**src/rtl/clk_gen_diff_pkg.sv**
```systemverilog
// Shared definitions for the differential clock generator: FSM encoding and default widths.
package clk_gen_diff_pkg;

  localparam int unsigned DefDivW = 16;

  typedef enum logic [1:0] {
    StIdle = 2'd0,
    StRun  = 2'd1,
    StStop = 2'd2
  } state_e;

endpackage

```
**src/rtl/diff_obuf.sv**
```systemverilog
// Differential output buffer wrapper; behavioural stand-in for the OBUFDS primitive (I -> O/OB).
module diff_obuf (
  input  logic i,
  output logic o,
  output logic ob
);

  assign o  = i;
  assign ob = ~i;

endmodule

```
**src/rtl/clk_gen_diff.sv**
```systemverilog
// Programmable clock divider on clk200m with glitch-free enable/stop and handshaked divide updates.
module clk_gen_diff
  import clk_gen_diff_pkg::*;
#(
  parameter int unsigned DIV_W   = DefDivW,
  parameter int unsigned DEF_DIV = 0
) (
  input  logic             clk200m,
  input  logic             rst,
  input  logic             en,
  input  logic [DIV_W-1:0] div_cfg,
  input  logic             cfg_valid,
  output logic             cfg_ready,
  output logic             clk_se,
  output logic             clk_outP,
  output logic             clk_outN,
  output logic             running,
  output logic [31:0]      edge_cnt
);

  state_e           state_q;
  logic [DIV_W-1:0] hc_q;
  logic [DIV_W-1:0] active_div_q;
  logic [DIV_W-1:0] shadow_q;
  logic             pending_q;
  logic             clk_se_q;
  logic [31:0]      edge_cnt_q;
  logic             hc_done;

  assign hc_done = (hc_q == active_div_q);

  always_ff @(posedge clk200m or posedge rst) begin
    if (rst) begin
      state_q      <= StIdle;
      hc_q         <= '0;
      active_div_q <= DIV_W'(DEF_DIV);
      shadow_q     <= '0;
      pending_q    <= 1'b0;
      clk_se_q     <= 1'b0;
      edge_cnt_q   <= '0;
    end else begin
      // Acceptance only when nothing is pending, so it never collides with an apply.
      if (cfg_valid && !pending_q) begin
        shadow_q  <= div_cfg;
        pending_q <= 1'b1;
      end

      case (state_q)
        StIdle: begin
          clk_se_q <= 1'b0;
          hc_q     <= '0;
          if (pending_q) begin
            active_div_q <= shadow_q;
            pending_q    <= 1'b0;
          end
          if (en) begin
            state_q <= StRun;
          end
        end

        StRun, StStop: begin
          if (state_q == StRun && !en && !clk_se_q) begin
            // Low phase may be cut short; the next rising edge is simply never produced.
            state_q <= StIdle;
            hc_q    <= '0;
          end else if (hc_done) begin
            hc_q     <= '0;
            clk_se_q <= ~clk_se_q;
            if (clk_se_q) begin
              // Falling toggle: safe point to switch divide and to finish a stop.
              if (pending_q) begin
                active_div_q <= shadow_q;
                pending_q    <= 1'b0;
              end
              if (state_q == StStop || !en) begin
                state_q <= StIdle;
              end
            end else begin
              edge_cnt_q <= edge_cnt_q + 32'd1;
            end
          end else begin
            hc_q <= hc_q + DIV_W'(1);
            // Only reachable from RUN with clk_se high: finish the high phase first.
            if (!en) begin
              state_q <= StStop;
            end
          end
        end

        default: begin
          state_q <= StIdle;
        end
      endcase
    end
  end

  assign cfg_ready = ~pending_q;
  assign clk_se    = clk_se_q;
  assign running   = (state_q != StIdle);
  assign edge_cnt  = edge_cnt_q;

  diff_obuf u_diff_obuf (
    .i  (clk_se_q),
    .o  (clk_outP),
    .ob (clk_outN)
  );

endmodule

```
**config.mk**
```make
export PLATFORM = sky130hd
export DESIGN_NAME = clk_gen_diff
export DESIGN_NICKNAME = d
export VERILOG_FILES = /design/src/rtl/clk_gen_diff_pkg.sv /design/src/rtl/diff_obuf.sv /design/src/rtl/clk_gen_diff.sv
export SDC_FILE = /design/constraint.sdc
export NUM_CORES = 1
export LEC_CHECK = 0
export BUFFER_PORTS_ARGS = -buffer_cell sky130_fd_sc_hd__buf_2
export CORE_MARGIN = 2
export CORE_UTILIZATION = 45
export DETAILED_ROUTE_END_ITERATION = 10
export PLACE_DENSITY = 0.63
export SKIP_CTS_REPAIR_TIMING = 1
export SYNTH_ARGS = -nofsm -noshare
export SYNTH_HDL_FRONTEND = slang
export SYNTH_HIERARCHICAL = 1
export SYNTH_SLANG_ARGS = --single-unit
```
**constraint.sdc**
```tcl
create_clock -name clk200m -period 7.3 [get_ports clk200m]
set_input_delay 1.46 -clock clk200m [delete_from_list [all_inputs] [get_ports clk200m]]
set_output_delay 1.46 -clock clk200m [all_outputs]
set_load 0.01 [all_outputs]
```
==> results list <==
* Run status: complete, no violations
* Worst path max stage delay: 0.51 ns
- CP Cell Sequence: buf_2, nand2b_1, nand3b_1, or4_4, nor3_1, nand4_1, xnor2_1
- Die Outline Area: 9380 sq um
- TritonCTS clock tree: yes
* Slowest-stage cell, CP: or4_4
- The number of buffers and inverters on the critical path is 1.
* Global routing usage summed across all routing layers: 16.0%
- Share of synthesized flip-flops with an asynchronous set or reset: 100%
- Setup-violating endpoint count in the final report: 0
- Starting density of the core: 46.8%
- After the first detailed-routing iteration, the DRC count stood at 73.
- H-Tree Level Count: 3
- Achievable frequency: 355 MHz
- Buffers placed on the I/O ports in this run total 56.
- Synthesis produced 339 cells.
- Each instance of the synthesized netlist takes up on average 11.4 sq um.
- Clock latency reported for the late side of the worst-skew pair: 0.36 ns
- In the routed design, unresolved DRC markers number 0.
- Floorplan die height: 96.9 microns
- DRT antenna net count: 0
- Synth Flop Type: dfrtp_1
* Largest net degree at the start of global routing: 85
* Required time at the endpoint of the critical path: 7.55 ns
- After synthesis the netlist holds a flip-flop and latch count of 84.
* Initial DRT Pass Iterations: 4
- Static Leakage: 2.14 nW
- Unique masters post-synth: 36
* Register-to-Register Setup Slack: 4.67 ns
- Number of clock sinks seen by CTS: 84
* Register area share after synthesis: 54.2%
- Across the routed clock network, the largest skew measured is 0.0135 ns.
- Number of hold violations in the final report: 0
- Number of antenna violations at the first check in global routing: 0
* Warnings, synthesis: 6
* Transition time of the tightest slew-check pin: 1.06 ns
- In the final layout, the share of cells above drive strength 1 is 28.5%.
* Layout Area Growth over Synthesis: 14.1%
* Setup repair after global routing missed its margin: false
* Mapped Nets: 365
- Num CTS Buffers: 9
- Power density normalized to cell area: 295 nW/um^2
- Via-per-instance ratio: 5.03
- Share of the clock period used by the worst path: 38.6%
- Worst setup EP type: register
- Normalized max-slew margin: 29.4%
- Summed over all layers, the global routing overflow is 0.
- Via count: 2557
- Post-DP HPWL: 4840 microns
* GP Congestion: 0.757
- The number of placed instances, taps included, is 492.
- Number of max-capacitance violations reported: 0
- In this run, synthesis inferred 0 flip-flops with an integrated enable.
- Number of cell rows: 33
* CP startpoint kind: input pin
* Root buffer cell: clkbuf_8
- After layout, the minimum clock period comes to 2.82 ns.
- Summed over all layers, the routed wires come to 7000 microns.
- Dividing the detail-routed wire length by the instance count gives 13.8 microns.
- Setup CP Type: in -> reg
- Among cell families on the critical path, the largest total delay comes from simple AND/OR/NAND/NOR gates.
- Data arrival time of the critical path: 3.06 ns
- The min-delay analysis places its worst path in the category reg -> reg.
- After synthesis the cells add up to 3880 sq um.
- Clock transition at the register clock pins on the worst setup and hold paths after CTS: 0.09 ns
- The first global-routing pass estimated 12100 microns of wire.
- TNS Setup: 0 ns
* Peak VDD IR: 0.147 mV
- No sink is reached through more buffers than the 2 on the longest clock path.
* Horiz. Die Dim: 96.9 microns
- Number of top-level design ports: 57
- The count of pins over their slew limit is 0.
- The core region is 8300 sq um.
* Crit path max fanout: 4
- The finished layout holds 508 standard cells, fillers aside.
- For this run, the post-layout net count is 424.
- Number of global-route vias before repair: 2506
- The number of antenna diodes in the final layout is 0.
[logic make-up after synthesis]
family | share of synthesized area, %
compound gates | 1.97
flops | 54.2
mux | 9.58
fa+ha+maj | 1.93
buf+inv | 2.48
xor+xnor | 13.8
simple gates | 16.1
[placed cells by master, fill, tap and decap left out, types with 4 or more instances in the layout]
cell      count
dfrtp_1      84
inv_1        10
and3_1        8
nand3_1      15
xnor2_1      26
nor2_1       31
and4_1        4
or2_2         4
nor4_1        4
nand2_1      25
nor3_1        9
clkbuf_8      9
buf_2        56
mux2_2       33
ha_1          6
xor2_1       35
nand4_1       9
[registers in the layout (all words and copies together), names as in the netlist]
signal and flops:
pending_q 1, state_q 2, edge_cnt 32, hc_q 16, shadow_q 16, active_div_q 16, clk_se 1
[cells in the mapped netlist (2+ instances only)]
library cell	n	share of area (%)
and4_1	4	0.90
nor2_1	31	3.0
nor3_1	9	1.2
clkbuf_1	5	0.48
xor2_1	35	7.9
nand3b_1	2	0.39
or2_2	4	0.64
xnor2_1	26	5.9
ha_1	6	1.9
mux2_2	33	9.6
a21oi_1	2	0.26
nor4_1	4	0.64
or3_1	3	0.48
and3_1	8	1.3
nand3_1	15	1.9
nor2b_1	3	0.48
inv_1	11	1.1
nand4_1	9	1.5
buf_4	2	0.39
buf_2	2	0.26
nand2_1	25	2.4
o21ai_0	3	0.39
dfrtp_1	84	54
[power breakdown]
part / total, mW / leakage [nW] / internal, mW / switching [mW]
Sequential: 0.647 / 1.09 / 0.576 / 0.0708
Clock: 0.298 / 0.0860 / 0.125 / 0.173
Combinational: 0.359 / 0.964 / 0.183 / 0.176
[worst paths after layout]
path                               from      endpoint  cells past startpoint
max                                  en  edge_cnt[27]                      7
min                        edge_cnt[31]  edge_cnt[31]                      1
max reg2reg                     hc_q[7]  edge_cnt[20]                      6
min reg2reg                edge_cnt[31]  edge_cnt[31]                      1
max in group asynchronous           rst     pending_q                      3
min in group asynchronous           rst  shadow_q[13]                      3
[final cells by class]
cell class	count	area, sq um
Clock buffer	9	124
Clock inverter	7	51.3
Fill cell	763	3870
Inverter	11	42.5
Multi-Input combinational cell	234	1680
Sequential cell	84	2100
Tap cell	105	131
Timing Repair Buffer	58	295
[per-layer routing]
metal	part of all wire, %	up-vias	global-route usage [%]	wire length (microns)
met5	0	-	0	0
met4	1.1	0	7.80	80
met3	3.7	5	3.18	261
met2	47	50	25.0	3320
met1	48	1237	21.4	3340
li1	-	1265	-	-
[per-stage QoR]
step	utilization [%]	power, mW	setup WS, ns	hold slack [ns]	cell area, sq um
2_1_floorplan	-	0.940	3.67	0.477	3880
3_3_place_gp	51.2	1.01	4.12	0.456	4250
3_5_place_dp	51.2	1.02	4.10	0.481	4250
4_1_cts	53.4	1.32	4.49	0.494	4430
5_1_grt	53.4	1.40	4.34	0.502	4430
6_report	53.4	1.30	4.48	0.485	4430
Note: power is estimated with default switching activity, not from simulation.
